<file path="config.mk">
export PLATFORM = sky130hd
export DESIGN_NAME = audio_i2s_tx
export DESIGN_NICKNAME = d
export VERILOG_FILES = /design/src/rtl/audio_pkg.sv /design/src/rtl/audio_sync_fifo.sv /design/src/rtl/audio_i2s_tx.sv
export SDC_FILE = /design/constraint.sdc
export NUM_CORES = 1
export LEC_CHECK = 0
export CORE_MARGIN = 3
export CORE_UTILIZATION = 25
export CTS_CLUSTER_DIAMETER = 40
export CTS_CLUSTER_SIZE = 20
export DETAILED_ROUTE_END_ITERATION = 10
export REMOVE_ABC_BUFFERS = 1
export SYNTH_ARGS = -nofsm -noshare
export SYNTH_HDL_FRONTEND = slang
export SYNTH_SLANG_ARGS = --single-unit
</file>
<file path="constraint.sdc">
create_clock -name pclk -period 4.76 [get_ports pclk]
set_clock_uncertainty 0.1 [all_clocks]
set_input_delay 0.952 -clock pclk [delete_from_list [all_inputs] [get_ports pclk]]
set_output_delay 0.952 -clock pclk [all_outputs]
set_load 0.005 [all_outputs]
</file>
<file path="src/rtl/audio_pkg.sv">
// Shared constants and types for the I2S audio transmit path.
package audio_pkg;
    localparam int I2S_FIFO_DEPTH  = 4;
    localparam int I2S_SLOT_BITS   = 16;
    localparam int I2S_FRAME_SLOTS = 2 * I2S_SLOT_BITS;

    typedef enum logic {
        IDLE = 1'b0,
        RUN  = 1'b1
    } i2s_state_e;

    typedef struct packed {
        logic [I2S_SLOT_BITS-1:0] left;
        logic [I2S_SLOT_BITS-1:0] right;
    } stereo_word_t;
endpackage

</file>
<file path="src/rtl/audio_sync_fifo.sv">
// Single-clock first-word-fall-through FIFO; a write on a full FIFO is taken
// when a read happens in the same cycle.
module audio_sync_fifo #(
    parameter int WIDTH = 32,
    parameter int DEPTH = 4
) (
    input  logic             pclk,
    input  logic             prst_n,
    input  logic             wr_en,
    input  logic [WIDTH-1:0] wr_data,
    input  logic             rd_en,
    output logic [WIDTH-1:0] rd_data,
    output logic             full,
    output logic             empty
);
    localparam int AW = (DEPTH > 1) ? $clog2(DEPTH) : 1;
    localparam int CW = $clog2(DEPTH + 1);

    logic [WIDTH-1:0] mem [DEPTH];
    logic [AW-1:0]    wr_ptr, rd_ptr;
    logic [CW-1:0]    count;
    logic             do_wr, do_rd;

    function automatic logic [AW-1:0] ptr_inc(input logic [AW-1:0] p);
        return (p == AW'(DEPTH - 1)) ? '0 : p + AW'(1);
    endfunction

    assign empty   = (count == '0);
    assign full    = (count == CW'(DEPTH));
    assign do_rd   = rd_en && !empty;
    assign do_wr   = wr_en && (!full || do_rd);
    assign rd_data = mem[rd_ptr];

    always_ff @(posedge pclk or negedge prst_n) begin
        if (!prst_n) begin
            wr_ptr <= '0;
            rd_ptr <= '0;
            count  <= '0;
        end else begin
            if (do_wr) wr_ptr <= ptr_inc(wr_ptr);
            if (do_rd) rd_ptr <= ptr_inc(rd_ptr);
            if (do_wr && !do_rd)      count <= count + CW'(1);
            else if (do_rd && !do_wr) count <= count - CW'(1);
        end
    end

    // Storage needs no reset: pointers and count define validity.
    always_ff @(posedge pclk) begin
        if (do_wr) mem[wr_ptr] <= wr_data;
    end
endmodule

</file>
<file path="src/rtl/audio_i2s_tx.sv">
// I2S stereo transmitter: 4-word sample FIFO, programmable BCLK divider and
// 32-slot frame with the standard one-bit data delay after LRCLK changes.
module audio_i2s_tx
    import audio_pkg::*;
(
    input  logic        pclk,
    input  logic        prst_n,
    input  logic        i2s_enable,
    input  logic [7:0]  clk_div,
    input  logic        s_valid,
    output logic        s_ready,
    input  logic [31:0] s_data,
    output logic        tx_empty,
    output logic        underrun,
    output logic        i2s_bclk,
    output logic        i2s_lrclk,
    output logic        i2s_sdo
);
    i2s_state_e   state_q, state_d;
    logic [7:0]   div_q, cnt_q;
    logic [4:0]   slot_q, slot_nxt;
    logic         first_q;
    logic [31:0]  sr_q;
    logic         bclk_q, lrclk_q, sdo_q, underrun_q;
    logic         tick, fall, boundary, pop;
    logic         fifo_full, fifo_empty;
    stereo_word_t fifo_rd;

    audio_sync_fifo #(
        .WIDTH ($bits(stereo_word_t)),
        .DEPTH (I2S_FIFO_DEPTH)
    ) u_fifo (
        .pclk    (pclk),
        .prst_n  (prst_n),
        .wr_en   (s_valid),
        .wr_data (s_data),
        .rd_en   (pop),
        .rd_data (fifo_rd),
        .full    (fifo_full),
        .empty   (fifo_empty)
    );

    assign s_ready  = !fifo_full;
    assign tx_empty = fifo_empty;

    // A BCLK falling edge either advances the slot or, at slot 31 or the very
    // first fall after RUN entry, starts a new frame.
    assign tick     = (state_q == RUN) && (cnt_q == div_q);
    assign fall     = tick && bclk_q;
    assign boundary = fall && (first_q || slot_q == 5'(I2S_FRAME_SLOTS - 1));
    assign pop      = boundary && i2s_enable && !fifo_empty;
    assign slot_nxt = slot_q + 5'd1;

    always_ff @(posedge pclk or negedge prst_n) begin
        if (!prst_n) state_q <= IDLE;
        else         state_q <= state_d;
    end

    always_comb begin
        state_d = state_q;
        case (state_q)
            IDLE:    if (i2s_enable && !fifo_empty) state_d = RUN;
            RUN:     if (boundary && !i2s_enable)   state_d = IDLE;
            default: state_d = IDLE;
        endcase
    end

    always_ff @(posedge pclk or negedge prst_n) begin
        if (!prst_n) begin
            div_q      <= '0;
            cnt_q      <= '0;
            slot_q     <= '0;
            first_q    <= 1'b1;
            sr_q       <= '0;
            bclk_q     <= 1'b0;
            lrclk_q    <= 1'b0;
            sdo_q      <= 1'b0;
            underrun_q <= 1'b0;
        end else if (state_q == IDLE || state_d == IDLE) begin
            cnt_q      <= '0;
            slot_q     <= '0;
            first_q    <= 1'b1;
            bclk_q     <= 1'b0;
            lrclk_q    <= 1'b0;
            sdo_q      <= 1'b0;
            underrun_q <= 1'b0;
            if (state_d == RUN) div_q <= clk_div;
        end else begin
            underrun_q <= 1'b0;
            if (tick) begin
                cnt_q  <= '0;
                bclk_q <= ~bclk_q;
                if (boundary) begin
                    // Slot 0 carries the previous word's LSB (nothing after IDLE).
                    slot_q     <= '0;
                    lrclk_q    <= 1'b0;
                    sdo_q      <= first_q ? 1'b0 : sr_q[31];
                    sr_q       <= pop ? fifo_rd : '0;
                    underrun_q <= fifo_empty;
                    first_q    <= 1'b0;
                end else if (fall) begin
                    slot_q  <= slot_nxt;
                    lrclk_q <= slot_nxt[4];
                    sdo_q   <= sr_q[31];
                    sr_q    <= {sr_q[30:0], 1'b0};
                end
            end else begin
                cnt_q <= cnt_q + 8'd1;
            end
        end
    end

    assign i2s_bclk  = bclk_q;
    assign i2s_lrclk = lrclk_q;
    assign i2s_sdo   = sdo_q;
    assign underrun  = underrun_q;
endmodule
</file>
## Yosys cells after proc, flatten, opt, wreduce, memory -nomap -nowiden

Memories as Yosys holds them, arrays and structs flattened.
Index checks and enable logic that the tools add are counted.

- Memory bits (read-only): 0
- Word-level logic and storage cells: 93
- Latch bits: 0
- Register bits after elaboration: 66
- Memories kept: 1
- Output and inout port bits: 6
- Memory bits (writable): 128

- Divide/modulo/power cells: 0
- Shift-type cells: 0
- Order comparisons: 0
- $mul: 0
- Reductions and logical operators: 29
- Multiplexer cells: 35
- Bitwise operators: 4
- Add/subtract/negate cells: 6
- Equal/unequal tests: 5

Memories:

| memory | depth | bits a word | rd ports | clocked after memory_dff | write ports | RTL line | text |
|---|---|---|---|---|---|---|---|
| u_fifo.mem | 4 | 32 | 1 | 0 | 1 | audio_sync_fifo.sv:19 | `logic [WIDTH-1:0] mem [DEPTH];` |

Operator list:

| cell | number |
|---|---|
| $mux W32 | 3 |
| $mux W1 | 21 |
| $mux W5 | 4 |
| $mux W8 | 2 |
| $logic_and A1 B1 Y1 | 11 |
| $add A8 B1 Y8 const B | 1 |
| $eq A8 B8 Y1 | 1 |
| $reduce_bool A2 Y1 | 4 |
| $mux W3 | 2 |
| $reduce_and A2 Y1 | 3 |
| $add A5 B1 Y5 const B | 1 |
| $eq A5 B5 Y1 const B | 1 |
| $logic_not A1 Y1 | 5 |
| $add A2 B1 Y2 const B | 2 |
| $eq A2 B2 Y1 const B | 2 |
| $mux W2 | 2 |
| $not A1 Y1 | 4 |
| $add A3 B1 Y3 const B | 1 |
| $eq A3 B3 Y1 const B | 1 |
| $logic_not A3 Y1 | 1 |
| $logic_or A1 B1 Y1 | 3 |
| $reduce_and A3 Y1 | 1 |
| $reduce_bool A3 Y1 | 1 |
| $sub A3 B1 Y3 const B | 1 |
| $pmux W1 S2 | 1 |

## Depth between registers and ports, before layout

- Depth after elaboration: 13
- Mapped depth: 15

## Hierarchy

A second synthesis with hierarchy kept.

- Cell total of the unflattened synthesis: 505
- Area total of the unflattened synthesis: 8001.4 µm²

Modules (own cells, without submodules):

| module | times used | sequential area each (µm²) | area an instance (µm²) | cells each |
|---|---|---|---|---|
| audio_sync_fifo | 1 | 4018.9 | 5099.9 | 205 |
| audio_i2s_tx | 1 | 1452.6 | 2901.5 | 300 |

## Worst setup path before layout

No wires, ideal clock.

- Kind: register to register
- Start: register slot_q[0]
- End: memory u_fifo.mem[3][0], enable pin
- Cell stages (with the launch flop): 10
- Data required time: 4.239 ns
- Slack: 1.209 ns
- Clock period less this slack: 3.551 ns
- Data arrival time: 3.030 ns
- Library setup time: 0.421 ns
- Path through: dfrtp_1 > ha_1 > and3_1 > ha_1 > nor2_1 > nor4_1 > and4_1 > buf_2 > o21ai_2 > nor2_1

- Word-level cells in the longest chain between the ends: 10

Ends and longest elaborated chain:

| what | RTL line | text |
|---|---|---|
| start: declaration | audio_i2s_tx.sv:21 | `logic [4:0] slot_q, slot_nxt;` |
| start signal: assignment | audio_i2s_tx.sv:102 | `slot_q <= slot_nxt;` |
| $eq A5 B5 Y1 | audio_i2s_tx.sv:50 | `assign boundary = fall && (first_q \|\| slot_q == 5'(I2S_FRAME_SLOTS - 1));` |
| $logic_or A1 B1 Y1 | audio_i2s_tx.sv:50 |  |
| $logic_and A1 B1 Y1 | audio_i2s_tx.sv:50 |  |
| $logic_and A1 B1 Y1 (2 in a row) | audio_i2s_tx.sv:51 | `assign pop = boundary && i2s_enable && !fifo_empty;` |
| $logic_and A1 B1 Y1 | audio_sync_fifo.sv:30 | `assign do_rd = rd_en && !empty;` |
| $logic_or A1 B1 Y1 | audio_sync_fifo.sv:31 | `assign do_wr = wr_en && (!full \|\| do_rd);` |
| $logic_and A1 B1 Y1 | audio_sync_fifo.sv:31 |  |
| $mux W1 | audio_sync_fifo.sv:49 | `if (do_wr) mem[wr_ptr] <= wr_data;` |
| $mux W1 (implied by the code) | audio_sync_fifo.sv:49 |  |
| end: declaration | audio_sync_fifo.sv:19 |  |

Every way passes these cells.

## Worst setup path in the final report

- Start: register slot_q[0]
- End: register u_fifo.count[1]

- Word-level cells in the longest chain between the ends: 11
- Elaborated cells between the ends (all ways): 14
- Classes of those cells: 1 x eq/ne; 1 x mux; 12 x reduce/logical

Ends and longest elaborated chain:

| what | RTL line | text |
|---|---|---|
| $eq A5 B5 Y1 * | audio_i2s_tx.sv:50 |  |
| $logic_or A1 B1 Y1 * | audio_i2s_tx.sv:50 |  |
| $logic_and A1 B1 Y1 * | audio_i2s_tx.sv:50 |  |
| $logic_and A1 B1 Y1 * (2 in a row) | audio_i2s_tx.sv:51 |  |
| $logic_and A1 B1 Y1 * | audio_sync_fifo.sv:30 |  |
| $logic_or A1 B1 Y1 * | audio_sync_fifo.sv:31 |  |
| $logic_and A1 B1 Y1 * | audio_sync_fifo.sv:31 |  |
| net u_fifo.do_wr | audio_sync_fifo.sv:22 | `logic do_wr, do_rd;` |
| $logic_not A1 Y1 | audio_sync_fifo.sv:43 | `else if (do_rd && !do_wr) count <= count - CW'(1);` |
| $logic_and A1 B1 Y1 | audio_sync_fifo.sv:43 |  |
| $reduce_bool A2 Y1 (no source line) | - |  |
| end signal: assignment | audio_sync_fifo.sv:42 | `if (do_wr && !do_rd) count <= count + CW'(1);` |
| end signal: assignment | audio_sync_fifo.sv:43 |  |
| end: declaration | audio_sync_fifo.sv:21 | `logic [CW-1:0] count;` |

The timed path passes the listed nets; every way through them passes the cells marked *.
A chain may end at the register's enable or synchronous reset.

==> summary.txt <==
Status
  – Result of the run: finished, final reports clean

Cells and area
  – Diode insertion count for antenna repair: 0
  – Count of non-filler cells in the finished layout: 931
  – Finished layout cell area: 9268 sq um
  – Storage element area: roughly 5500 sq um
  – Net total in the final layout: 582
  – Most used cells in the layout excluding fill and tap cells: 128 x edfxtp_1, 63 x dfrtp_1, 48 x nor2_1, 48 x clkdlybuf4s50_1, 35 x a21oi_1
  – Area added between synthesis and finish: 20.38%
  – Proportion of layout cells with a drive suffix above 1: 0.1811
  – Core occupancy in the finished layout: 0.3086
  – Area of combinational cells with multiple inputs: 2132 sq um
  – Most common library cell in the layout ignoring fill and taps: edfxtp_1
  – # fillers: 2962

Routing
  – Routed vias/inst: 4.392
  – DRT Pass-1 Iters: 4
  – Via count: 4089
  – Number of DRC violations after detailed routing: 0
  – Initial detailed-routing violation count: 253
  – Antenna viol nets, final: 0
  – Final Routed Wirelength: 14.64 mm
  – Routed len/inst: 15.73 microns

Power
  – Leakage dissipation: approximately 3.2 nW
  – Power per unit of standard cell area: 541.2 nW/um^2
  – IR Drop Worst-Case VDD: slightly above 0.0003 V

Worst setup path
  – Data required time at the worst endpoint: 4.98 ns
  – Worst R2R Setup Slack: 1.22 ns
  – Beginning of the worst register-to-register path: slot_q[0]$_DFFE_PN0P_
  – Critical setup path kind: flip-flop to flip-flop
  – Startpoint types: flip-flop
  – Worst Setup End Kind: flip-flop
  – R2r endpoint: u_fifo.count[1]$_DFFE_PN0P_
  – Arrival time of the worst setup path: 3.77 ns
  – Cells on worst reg2reg path: 12
  – Maximum fanout count along the critical path: 7

Floorplanning
  – Row count: 63
  – Core Area: around 30000 sq um
  – Number of I/O pins: 50
  – Overall die width: 181.5 microns
  – Initial Util: 0.2563
  – Die area: approximately 33000 sq um
  – Die Ht: 181.5 microns

Clock network
  – Clock transition time at the flip-flop clock pins of the worst setup and hold paths: approximately 0.070 ns
  – Number of buffers added to fix hold violations after cts: 0
  – Number of resized instances in the post-cts repair step: 0
  – Setup fix buffers added after clock tree synthesis: 0
  – Clk Tree Root Cell: clkbuf_16
  – Maximum number of buffers from clock root to sink: 2
  – H-tree depth reported by CTS: 4
  – TritonCTS clock tree: built
  – Latest clock arrival within the worst-skew pair: 0.44 ns
  – Total clock sinks: 193
  – CTS buffer count: 17

STA
  – Final setup viols: 0
  – Transition time at the pin with the least slew margin: 0.9028 ns
  – Timing-limited maximum frequency: 0.2821 GHz
  – Unrepaired setup endpoints after global routing: false
  – Post-route minimum period: 3.545 ns
  – Share of the cycle needed by the critical path after routing: 0.7447
  – Slew Viols, Final: 0
  – Worst relative slew slack: 0.3981
  – Final Hold Violating Endpoints: 0
  – Worst-case setup margin in the final layout: around 1.2 ns
  – Setup TNS: 0 ns

Placement
  – Number of placed instances with taps included: approximately 900
  – Setup WS pre-CTS: 1.120 ns
  – HPWL after detailed placement: 8.581 mm
  – Number of port buffers: 49
  – Instance area after placement: 8687 sq um
  – Placer's final routability congestion estimate: 0.7507

Logic synthesis
  – Yosys top cell area share: 0.4993
  – Count of flip-flops with a built-in enable after synthesis: 128
  – Mapped Cells: roughly 470
  – Post-synthesis sequential element count: 193
  – Distinct cell type count after synthesis: 40
  – Commonest register cell after synthesis: edfxtp_1
  – Ranking of synthesized cells by area: edfxtp_1 50%, dfrtp_1 21%, mux4_2 9.4%
  – Avg Inst Size Synth: 16.24 sq um
  – Post-synthesis instance area: 7699 sq um
  – Synthesis warning total: 0
  – Share of flip-flops with an asynchronous set or reset after synthesis: 0.3368
  – Largest area contributor in the netlist: edfxtp_1
  – Portion of the post-synthesis area used by sequential elements: 0.7107

Global route
  – Maximum number of pins on one net before global-route repair: 66
  – Overall overflow remaining after global route: 0
  – Initial antenna violation count: 0
  – First-pass GRT wire length: 23.68 mm
  – Total track usage: 0.09289
  – Via count of the first global-routing pass: 4208

Min path
  – Worst hold path depth: 1
  – Hold worst-path end: u_fifo.count[2]$_DFFE_PN0P_
  – Hold crit path type: flip-flop to flip-flop
  – Hold path start: u_fifo.count[2]$_DFFE_PN0P_

Flow run
  – # Max-Cap Violations: 0
worst max-delay path by stage:
| stage | startpoint | to | slack (ns) |
|---|---|---|---|
| CTS | slot_q[0]$_DFFE_PN0P_ | u_fifo.count[1]$_DFFE_PN0P_ | 1.21 |
| floorplan | slot_q[0]$_DFFE_PN0P_ | sr_q[0]$_DFFE_PN0P_ | 0.41 |
| global placement | i2s_enable | u_fifo.count[1]$_DFFE_PN0P_ | 1.13 |
| detailed placement | i2s_enable | u_fifo.count[1]$_DFFE_PN0P_ | 1.12 |
| finish | slot_q[0]$_DFFE_PN0P_ | u_fifo.count[1]$_DFFE_PN0P_ | 1.22 |
| global route | slot_q[0]$_DFFE_PN0P_ | u_fifo.count[1]$_DFFE_PN0P_ | 0.99 |
registers in the layout, summed over array words and instances (netlist names), 2 cells and up:
register,cells
u_fifo.mem,128
sr_q,32
cnt_q,8
div_q,8
slot_q,5
u_fifo.count,3
u_fifo.rd_ptr,2
u_fifo.wr_ptr,2
final cells by class:
| type | instances | area share |
|---|---|---|
| clock buffer | 17 | 0.04590 |
| clock inverter | 15 | 0.01674 |
| inverter | 11 | 0.004455 |
| multi-input combinational | 247 | 0.2301 |
| sequential | 193 | 0.5905 |
| tap | 390 | 0.05265 |
| timing repair buffer | 58 | 0.05967 |
critical path, stage by stage, from the launching register on:
cell,delay [ns]
dfrtp_1,0.41
ha_1,0.24
and3_1,0.19
ha_1,0.19
nor2_1,0.37
nor4_1,0.14
and4_1,0.27
o21ai_2,0.48
inv_1,0.10
ha_1,0.22
inv_1,0.07
fa_1,0.40
mux2_2,0.26
synth_stat cells, types with 2 or more instances:
library cell and count:
and4_1 2, nand3_1 9, buf_2 9, nand2_1 12
or2_0 2, nor3_1 2, buf_1 3, or2_2 2
xnor2_1 10, or4_1 2, and2_1 2, edfxtp_1 128
inv_1 11, a22oi_1 31, and3_1 4, a21oi_1 35
clkbuf_1 11, mux2_2 13, dfrtp_1 64, mux4_2 32
nor2_1 52, nand4_1 2, o21ai_0 4, ha_1 9
xor2_1 8
where the power goes:
| group | internal, mW | total [mW] | switching, mW |
|---|---|---|---|
| sequential | 2.25 | 2.51 | 0.262 |
| clock | 0.703 | 1.39 | 0.691 |
| combinational | 0.565 | 1.11 | 0.545 |
routing by layer:
metal,routed length [microns],GRT usage,vias up
met2,6985,0.1482,71
li1,-,-,1921
met5,0,0,-
met4,185,0.02651,0
met1,6868,0.1235,2083
met3,602,0.02764,14
metrics by stage:
stage | power (mW) | hold slack (ns)
CTS | 5.096 | 0.4149
global route | 5.326 | 0.4226
detailed placement | 3.681 | 0.3988
floorplan | 3.283 | 0.3641
global placement | 3.646 | 0.3863
finish | 5.016 | 0.4017
kinds of logic (layout without fill, tap and decap cells):
logic type,after synthesis,count (layout),synth area share
flops,193,193,0.7107
mux,45,45,0.1126
xor+xnor,18,18,0.02048
simple gates,98,98,0.05900
fa+ha+maj,10,10,0.01723
compound gates,76,76,0.06192
buf+inv,34,101,0.01804
No activity file was read; power rests on OpenSTA's default activity.
